===== config.mk =====
export PLATFORM = sky130hd
export DESIGN_NAME = alu_share_arbiter
export DESIGN_NICKNAME = d
export VERILOG_FILES = /design/src/rtl/alu_arb_pkg.sv /design/src/rtl/alu_share_arbiter_rr_grant.sv /design/src/rtl/alu_share_arbiter.sv
export SDC_FILE = /design/constraint.sdc
export NUM_CORES = 1
export LEC_CHECK = 0
export ABC_AREA = 0
export CAP_MARGIN = 20
export CORE_UTILIZATION = 43
export CTS_BUF_LIST = sky130_fd_sc_hd__clkbuf_4
export DETAILED_ROUTE_END_ITERATION = 10
export PLACE_DENSITY = 0.89
export RECOVER_POWER = 50
export SLEW_MARGIN = 20
export SYNTH_ARGS = -nofsm -noshare
export SYNTH_HDL_FRONTEND = slang
export SYNTH_SLANG_ARGS = --single-unit

===== constraint.sdc =====
create_clock -name clk -period 2.7 [get_ports clk]
set_clock_uncertainty 0.1 [all_clocks]
set_input_delay 0.54 -clock clk [delete_from_list [all_inputs] [get_ports clk]]
set_output_delay 0.54 -clock clk [all_outputs]
set_load 0.01 [all_outputs]

===== src/rtl/alu_arb_pkg.sv =====
// Shared types, ALU op codes and the legal-op helper for alu_share_arbiter.
package alu_arb_pkg;

    typedef enum logic [1:0] {
        IDLE  = 2'd0,
        ISSUE = 2'd1,
        RESP  = 2'd2
    } state_e;

    localparam logic [3:0] OP_ADD  = 4'b0010;
    localparam logic [3:0] OP_SUB  = 4'b1010;
    localparam logic [3:0] OP_AND  = 4'b0110;
    localparam logic [3:0] OP_ORR  = 4'b0100;
    localparam logic [3:0] OP_EOR  = 4'b1001;
    localparam logic [3:0] OP_NOR  = 4'b0101;
    localparam logic [3:0] OP_NAND = 4'b1100;
    localparam logic [3:0] OP_MOV  = 4'b1101;
    localparam logic [3:0] OP_CBZ  = 4'b0111;
    localparam logic [3:0] OP_CBNZ = 4'b0001;

    function automatic logic is_legal_op(input logic [3:0] op);
        case (op)
            OP_ADD, OP_SUB, OP_AND, OP_ORR, OP_EOR,
            OP_NOR, OP_NAND, OP_MOV, OP_CBZ, OP_CBNZ: return 1'b1;
            default:                                  return 1'b0;
        endcase
    endfunction

endpackage


===== src/rtl/alu_share_arbiter_rr_grant.sv =====
// Combinational round-robin picker: first valid index at or after ptr_i, wrapping.
module rr_grant #(
    parameter int NUM_REQ = 2,
    parameter int IDX_W   = 1
) (
    input  logic [NUM_REQ-1:0] valid_i,
    input  logic [IDX_W-1:0]   ptr_i,
    output logic [NUM_REQ-1:0] grant_o,
    output logic [IDX_W-1:0]   idx_o,
    output logic               any_o
);

    logic [IDX_W-1:0] j;

    // Walk offsets from farthest to nearest so the nearest valid index wins.
    always_comb begin
        grant_o = '0;
        idx_o   = '0;
        any_o   = 1'b0;
        j       = '0;
        for (int k = NUM_REQ - 1; k >= 0; k--) begin
            j = IDX_W'((int'(ptr_i) + k) % NUM_REQ);
            if (valid_i[j]) begin
                grant_o    = '0;
                grant_o[j] = 1'b1;
                idx_o      = j;
                any_o      = 1'b1;
            end
        end
    end

endmodule


===== src/rtl/alu_share_arbiter.sv =====
// Round-robin sharing of one combinational ALU between NUM_REQ requesters.
// Optional macro ALU_ARB_ILLEGAL_OP_EN adds resp_err and short-circuits
// illegal op codes straight to the response phase.
module alu_share_arbiter
    import alu_arb_pkg::*;
#(
    parameter int NUM_REQ = 2,
    parameter int DATA_W  = 32,
    parameter int OP_W    = 4
) (
    input  logic                      clk,
    input  logic                      rst_n,
    input  logic [NUM_REQ-1:0]        req_valid,
    output logic [NUM_REQ-1:0]        req_ready,
    input  logic [NUM_REQ*OP_W-1:0]   req_op,
    input  logic [NUM_REQ-1:0]        req_src,
    input  logic [NUM_REQ*DATA_W-1:0] req_rd1,
    input  logic [NUM_REQ*DATA_W-1:0] req_sext,
    output logic [NUM_REQ-1:0]        resp_valid,
    input  logic [NUM_REQ-1:0]        resp_ready,
    output logic [DATA_W-1:0]         resp_result,
    output logic                      resp_zero,
`ifdef ALU_ARB_ILLEGAL_OP_EN
    output logic                      resp_err,
`endif
    output logic [OP_W-1:0]           alu_ctrl,
    output logic                      alu_src,
    output logic [DATA_W-1:0]         alu_rd1,
    output logic [DATA_W-1:0]         alu_sext,
    input  logic [DATA_W-1:0]         alu_result,
    input  logic                      alu_zero
);

    localparam int IDX_W = (NUM_REQ > 1) ? $clog2(NUM_REQ) : 1;

    state_e               state_q, state_d;
    logic [IDX_W-1:0]     gnt_q, gnt_d;
    logic [IDX_W-1:0]     rr_ptr_q, rr_ptr_d;
    logic [OP_W-1:0]      ctrl_q, ctrl_d;
    logic                 src_q, src_d;
    logic [DATA_W-1:0]    rd1_q, rd1_d;
    logic [DATA_W-1:0]    sext_q, sext_d;
    logic [DATA_W-1:0]    res_q, res_d;
    logic                 zero_q, zero_d;
`ifdef ALU_ARB_ILLEGAL_OP_EN
    logic                 err_q, err_d;
`endif

    logic [NUM_REQ-1:0]   pick_oh;
    logic [IDX_W-1:0]     pick_idx;
    logic                 pick_any;
    logic [OP_W-1:0]      sel_op;
    logic                 sel_illegal;

    rr_grant #(
        .NUM_REQ (NUM_REQ),
        .IDX_W   (IDX_W)
    ) u_rr_grant (
        .valid_i (req_valid),
        .ptr_i   (rr_ptr_q),
        .grant_o (pick_oh),
        .idx_o   (pick_idx),
        .any_o   (pick_any)
    );

    assign sel_op = req_op[pick_idx*OP_W +: OP_W];

`ifdef ALU_ARB_ILLEGAL_OP_EN
    assign sel_illegal = !is_legal_op(4'(sel_op));
`else
    assign sel_illegal = 1'b0;
`endif

    // Next-state: IDLE picks a winner, ISSUE samples the ALU, RESP waits for the owner.
    always_comb begin
        state_d  = state_q;
        gnt_d    = gnt_q;
        rr_ptr_d = rr_ptr_q;
        ctrl_d   = ctrl_q;
        src_d    = src_q;
        rd1_d    = rd1_q;
        sext_d   = sext_q;
        res_d    = res_q;
        zero_d   = zero_q;
`ifdef ALU_ARB_ILLEGAL_OP_EN
        err_d    = err_q;
`endif
        case (state_q)
            IDLE: begin
                if (pick_any) begin
                    gnt_d = pick_idx;
                    if (sel_illegal) begin
                        // ALU inputs are left untouched; the response is a fixed error.
                        state_d = RESP;
                        res_d   = '0;
                        zero_d  = 1'b0;
`ifdef ALU_ARB_ILLEGAL_OP_EN
                        err_d   = 1'b1;
`endif
                    end else begin
                        state_d = ISSUE;
                        ctrl_d  = sel_op;
                        src_d   = req_src[pick_idx];
                        rd1_d   = req_rd1[pick_idx*DATA_W +: DATA_W];
                        sext_d  = req_sext[pick_idx*DATA_W +: DATA_W];
                    end
                end
            end
            ISSUE: begin
                state_d = RESP;
                res_d   = alu_result;
                zero_d  = alu_zero;
`ifdef ALU_ARB_ILLEGAL_OP_EN
                err_d   = 1'b0;
`endif
            end
            RESP: begin
                if (resp_ready[gnt_q]) begin
                    state_d  = IDLE;
                    rr_ptr_d = (gnt_q == IDX_W'(NUM_REQ - 1)) ? '0 : gnt_q + 1'b1;
                end
            end
            default: state_d = IDLE;
        endcase
    end

    // State and datapath registers; reset abandons any in-flight op.
    always_ff @(posedge clk or negedge rst_n) begin
        if (!rst_n) begin
            state_q  <= IDLE;
            gnt_q    <= '0;
            rr_ptr_q <= '0;
            ctrl_q   <= '0;
            src_q    <= 1'b0;
            rd1_q    <= '0;
            sext_q   <= '0;
            res_q    <= '0;
            zero_q   <= 1'b0;
`ifdef ALU_ARB_ILLEGAL_OP_EN
            err_q    <= 1'b0;
`endif
        end else begin
            state_q  <= state_d;
            gnt_q    <= gnt_d;
            rr_ptr_q <= rr_ptr_d;
            ctrl_q   <= ctrl_d;
            src_q    <= src_d;
            rd1_q    <= rd1_d;
            sext_q   <= sext_d;
            res_q    <= res_d;
            zero_q   <= zero_d;
`ifdef ALU_ARB_ILLEGAL_OP_EN
            err_q    <= err_d;
`endif
        end
    end

    // Ready is gated by reset so every output reads 0 while reset is held.
    assign req_ready   = (state_q == IDLE && rst_n) ? pick_oh : '0;
    assign resp_valid  = (state_q == RESP) ? (NUM_REQ'(1) << gnt_q) : '0;
    assign resp_result = res_q;
    assign resp_zero   = zero_q;
`ifdef ALU_ARB_ILLEGAL_OP_EN
    assign resp_err    = err_q;
`endif
    assign alu_ctrl    = ctrl_q;
    assign alu_src     = src_q;
    assign alu_rd1     = rd1_q;
    assign alu_sext    = sext_q;

endmodule


Word level (Yosys, flattened, before mapping)

Index checks and enable logic that the tools add are counted.

Add/subtract/negate cells: 2
$lt $le $gt $ge: 6
Equal/unequal tests: 4
Shift operators: 4
Mux-type cells: 24
Reductions and logical operators: 7

Operators by type and width:

| kind                  | number |
|---|---|
| $shiftx A64 B7 Y32    | 2 |
| $mux W1               | 15 |
| $mux W2               | 6 |
| $lt A1 B2 Y1 const B  | 4 |
| $shiftx A8 B4 Y4      | 1 |
| $pmux W2 S3           | 1 |
| $reduce_and A2 Y1     | 3 |
| $ne A2 B2 Y1 const B  | 2 |
| $logic_and A1 B1 Y1   | 3 |
| $add A1 B1 Y1 const B | 2 |
| $demux W1 S1          | 2 |
| $eq A2 B1 Y1 const B  | 1 |
| $eq A2 B2 Y1 const B  | 1 |
| $ge A1 B1 Y1 const B  | 2 |
| $logic_not A2 Y1      | 1 |
| $shl A1 B1 Y2 const A | 1 |

Register bits after elaboration: 106
Output and inout port bits: 106

Logic depth before layout (Yosys ltp)

Word-level depth: 8
Gate-level depth with buffers: 7
Gate-level depth less buffers: 3

Hierarchy

A second synthesis with hierarchy kept.

Cell total of the unflattened synthesis: 317
Area, all modules: 5515.3 um2

By module, submodules not included:

| module            | times used | cells each | area each (um2) |
|---|---|---|---|
| alu_share_arbiter | 1          | 312        | 5482.8 |
| rr_grant          | 1          | 5          | 32.5 |

Worst setup path after synthesis

OpenSTA, ideal clock, no wires.

Path type: reg-to-output
From: reg state_q[1]
To: out req_ready[0]
Arrival: 1233 ps
Data required time: 2060 ps
Setup slack: 827 ps
Stages on the path, launching flop included: 5
Path buffers: 1
Cell sequence: dfrtp_1 -> nor2_2 -> buf_2 -> nand2_1 -> a211oi_1

Word-level cells in the longest chain between the ends: 3

RTL lines:

| element                | line                     | text |
|---|---|---|
| start, declared        | alu_share_arbiter.sv:36  | `state_e state_q, state_d;` |
| start signal, assigned | alu_share_arbiter.sv:143 | `state_q <= state_d;` |
| $logic_not A2 Y1       | alu_share_arbiter.sv:159 | `assign req_ready = (state_q == IDLE && rst_n) ? pick_oh : '0;` |
| $logic_and A1 B1 Y1    | alu_share_arbiter.sv:159 |  |
| $mux W2                | alu_share_arbiter.sv:159 |  |
| end, declared          | alu_share_arbiter.sv:14  | `output logic [NUM_REQ-1:0] req_ready,` |

Every way passes these cells.

Worst setup path after layout

Ends and elaborated chain as after synthesis.

==> impl_metrics.json <==
{
  "status": "finished with violations",
  "violations": "max-capacitance violations, max-slew violations",
  "finalMaxSlewViolations": 69,
  "numClockSinks": 106,
  "placement.cell_area_um2": 7775,
  "drcViolationCount": 0,
  "grt_start_max_net_pins": 71,
  "globalplace.congestion": 0.8113,
  "cts-resized-gates": 0,
  "setup.worst_path.end_class": "primary output",
  "post_drt_wl_per_cell_um": 19.84,
  "path_max_fanout": 6,
  "finalInstanceArea_um2": 7869,
  "total_leakage_power_nw": 3.033,
  "yosys-top-cells-area": "sky130_fd_sc_hd__dfrtp_1 (53%), sky130_fd_sc_hd__a31oi_1 (8.8%), sky130_fd_sc_hd__mux2_2 (7.5%)",
  "route.vias.total": 5172,
  "final_common_cell": "sky130_fd_sc_hd__clkdlybuf4s50_1",
  "gr-total-overflow": 0,
  "area.growth.synth_to_final_pct": 58.33,
  "place.port_buffers": 282,
  "row_count": 38,
  "finalHoldViolations": 0,
  "core_area_um2": 11030,
  "critPathSlowestCell": "sky130_fd_sc_hd__clkdlybuf4s50_1",
  "max-vdd-ir-drop_v": 0.0005794,
  "timing_worst_setup_path_type": "reg -> out",
  "p_sw_mw": 3.045,
  "min-delay-path-class": "in -> async",
  "synthArstFlopShare_pct": 100.0,
  "slew_headroom_pct": -3.553,
  "fp.dieH_um": 109.5,
  "synthDistinctLibCells": 26,
  "insertion_delay_ps": 450,
  "drt-initial-drc-count": 320,
  "switching_share_pct": 38.10,
  "cts.path.max_buffers": 2,
  "synth_flop_cell": "sky130_fd_sc_hd__dfrtp_1",
  "synth_fp_nets": 675,
  "power_frac_comb_pct": 54.8,
  "yosys.area.top_type_share_pct": 53.37,
  "synth_seq_area_share_pct": 53.37,
  "final_layout_size_suffix_gt1_share_pct": 10.24,
  "timing.critical_path.cells": "nor2_4, nand2_1, a211oi_1, clkdlybuf4s50_1",
  "cp.arrival_ps": 1950,
  "postRouteAntennaNets": 0,
  "routed_wirelength_um": 17710,
  "synth_area_per_cell_um2": 9.979,
  "die_area_um2": 11990,
  "worst_ep_required_time_ps": 2060,
  "timing.critical_path.slowest_cell_delay_ps": 560,
  "pwr-share-seq_pct": 36.2,
  "syn-instance-count": 498,
  "grtUsageTotal_pct": 29.53,
  "floorplan.initialDensity_pct": 45.05,
  "layout_common_cells": "sky130_fd_sc_hd__clkdlybuf4s50_1 (280), sky130_fd_sc_hd__dfrtp_1 (106), sky130_fd_sc_hd__a31oi_1 (70), sky130_fd_sc_hd__nand3_1 (69), sky130_fd_sc_hd__o21ai_0 (66)",
  "final-setup-viol-count": 0,
  "rsz0062_at_grt": "false",
  "power.density_cell_area_nw_per_um2": 1016,
  "initial_antenna_violation_count": 1,
  "clock.fmax_mhz": 386.4,
  "layout.nets": 924,
  "die_width_um": 109.5,
  "synthesis.area_um2": 4970,
  "numPlacedInstances": 876,
  "post-route-min-period_ps": 2588,
  "hpwl_um": 12620,
  "postLayoutSetupSlackWorst_ps": 112.1,
  "timing.max_cap.violations": 1,
  "drt-pass1-iter-count": 4,
  "final_period_util_pct": 95.85,
  "register_bit_count_reported_by_yosys": 106,
  "post-synth-top-area-cell": "sky130_fd_sc_hd__dfrtp_1",
  "timing_worst_slew_pin_value_ps": 1553,
  "final_cell_count_no_fill": 893,
  "tns_ps": 0,
  "synth_edf_count": 0,
  "clock_pin_slew_reported_for_the_worst_setup_and_hold_paths_after_clock_tree_synthesis_ps": 160,
  "intPower_mw": 4.946,
  "clk_root_buffer_cell": "sky130_fd_sc_hd__clkbuf_4",
  "hold_buf_count_cts": 0,
  "post-place-ws_ps": 173.6,
  "viasPerCell": 5.792,
  "cts_buffers": 9,
  "cts_tree": "yes",
  "p_clk_share_pct": 9.0,
  "crit_path_start_kind": "flip-flop",
  "post_cts.repair.setup_buffers": 0,
  "grt_pass1_vias": 5125,
  "yosys_warnings": 0,
  "pin_count": 283,
  "grt_first_pass_wirelength_um": 26770,
  "ctsHtreeMaxLevel": 3
}
synthesized netlist by cell type (all sizes together), types with 2 or more instances:
| library cell | instances |
|---|---|
| dfrtp | 106 |
| o21ai | 73 |
| a21oi | 70 |
| a31oi | 70 |
| nand3 | 69 |
| buf | 38 |
| mux2 | 33 |
| clkbuf | 19 |
| nor2 | 5 |
| inv | 4 |
| nand2b | 3 |
| or2 | 2 |
cell families (layout without fill, tap and decap cells):
kind of cell | count (synthesis) | count (layout) | synth area share, %
flip-flops | 106 | 106 | 53.37
multiplexers | 33 | 33 | 7.477
AND/OR/NAND/NOR | 83 | 83 | 8.585
buffers and inverters | 61 | 315 | 6.294
other | 0 | 1 | 0
AO/OA/AOI/OAI | 215 | 215 | 24.27
sequential cells by signal, summed over array words and instances, names as in the netlist:
name,flops
resp_result,32
alu_ctrl,4
gnt_q,1
alu_src,1
alu_rd1,32
state_q,2
rr_ptr_q,1
alu_sext,32
resp_zero,1
routing by layer:
metal,vias to the layer above,GRT usage (%),share of wire [%]
met5,-,0.8929,0
met2,286,51.03,49
met4,0,18.10,5.4
met3,73,8.477,9.5
met1,2476,31.86,36
li1,2337,-,-
final cells by class:
class,instances,area [µm²]
clock inverter,5,30.03
clock buffer,11,82.58
inverter,4,15.01
timing repair buffer,295,2899
fill,795,3162
multi-input combinational,331,2012
sequential,106,2653
antenna,1,2.502
tap,140,175.2
power by group through the flow:
stage          clock [mW]  combinational (mW)  sequential (mW)
2_1_floorplan           0                1.71             3.22
3_3_place_gp            0                4.27             2.87
3_5_place_dp            0                4.41             2.93
4_1_cts             0.738                4.42             2.89
5_1_grt             0.815                4.69             2.99
6_report            0.719                4.38             2.89
worst max-delay path: cells and delay by family, from the launching register on:
| family | cells | cell delay [ps] |
|---|---|---|
| compound gates | 1 | 210 |
| buf+inv | 1 | 560 |
| flops | 1 | 490 |
| simple gates | 2 | 230 |
through the flow:
| step | hold slack [ps] | power (mW) | utilization, % |
|---|---|---|---|
| 6_report | 102.8 | 7.991 | 71.34 |
| 5_1_grt | 159.2 | 8.491 | 71.34 |
| 4_1_cts | 34.23 | 8.048 | 71.51 |
| 3_5_place_dp | 391.5 | 7.336 | 70.49 |
| 3_3_place_gp | 386.4 | 7.140 | 70.49 |
| 2_1_floorplan | 144.4 | 4.927 | - |
final timing paths:
kind                                 startpoint  cells after the start         endpoint  slack (ps)
worst max-delay path                 state_q[1]                      4     req_ready[0]         110
worst min-delay path                      rst_n                      2     alu_sext[25]         100
worst max register to register         rr_ptr_q                      4          alu_src         320
worst min register to register  resp_result[16]                      1  resp_result[16]         420
max in group asynchronous                 rst_n                      3     alu_sext[22]         470
min in group clk                resp_result[16]                      1  resp_result[16]         420
No activity file was read; power rests on OpenSTA's default activity.
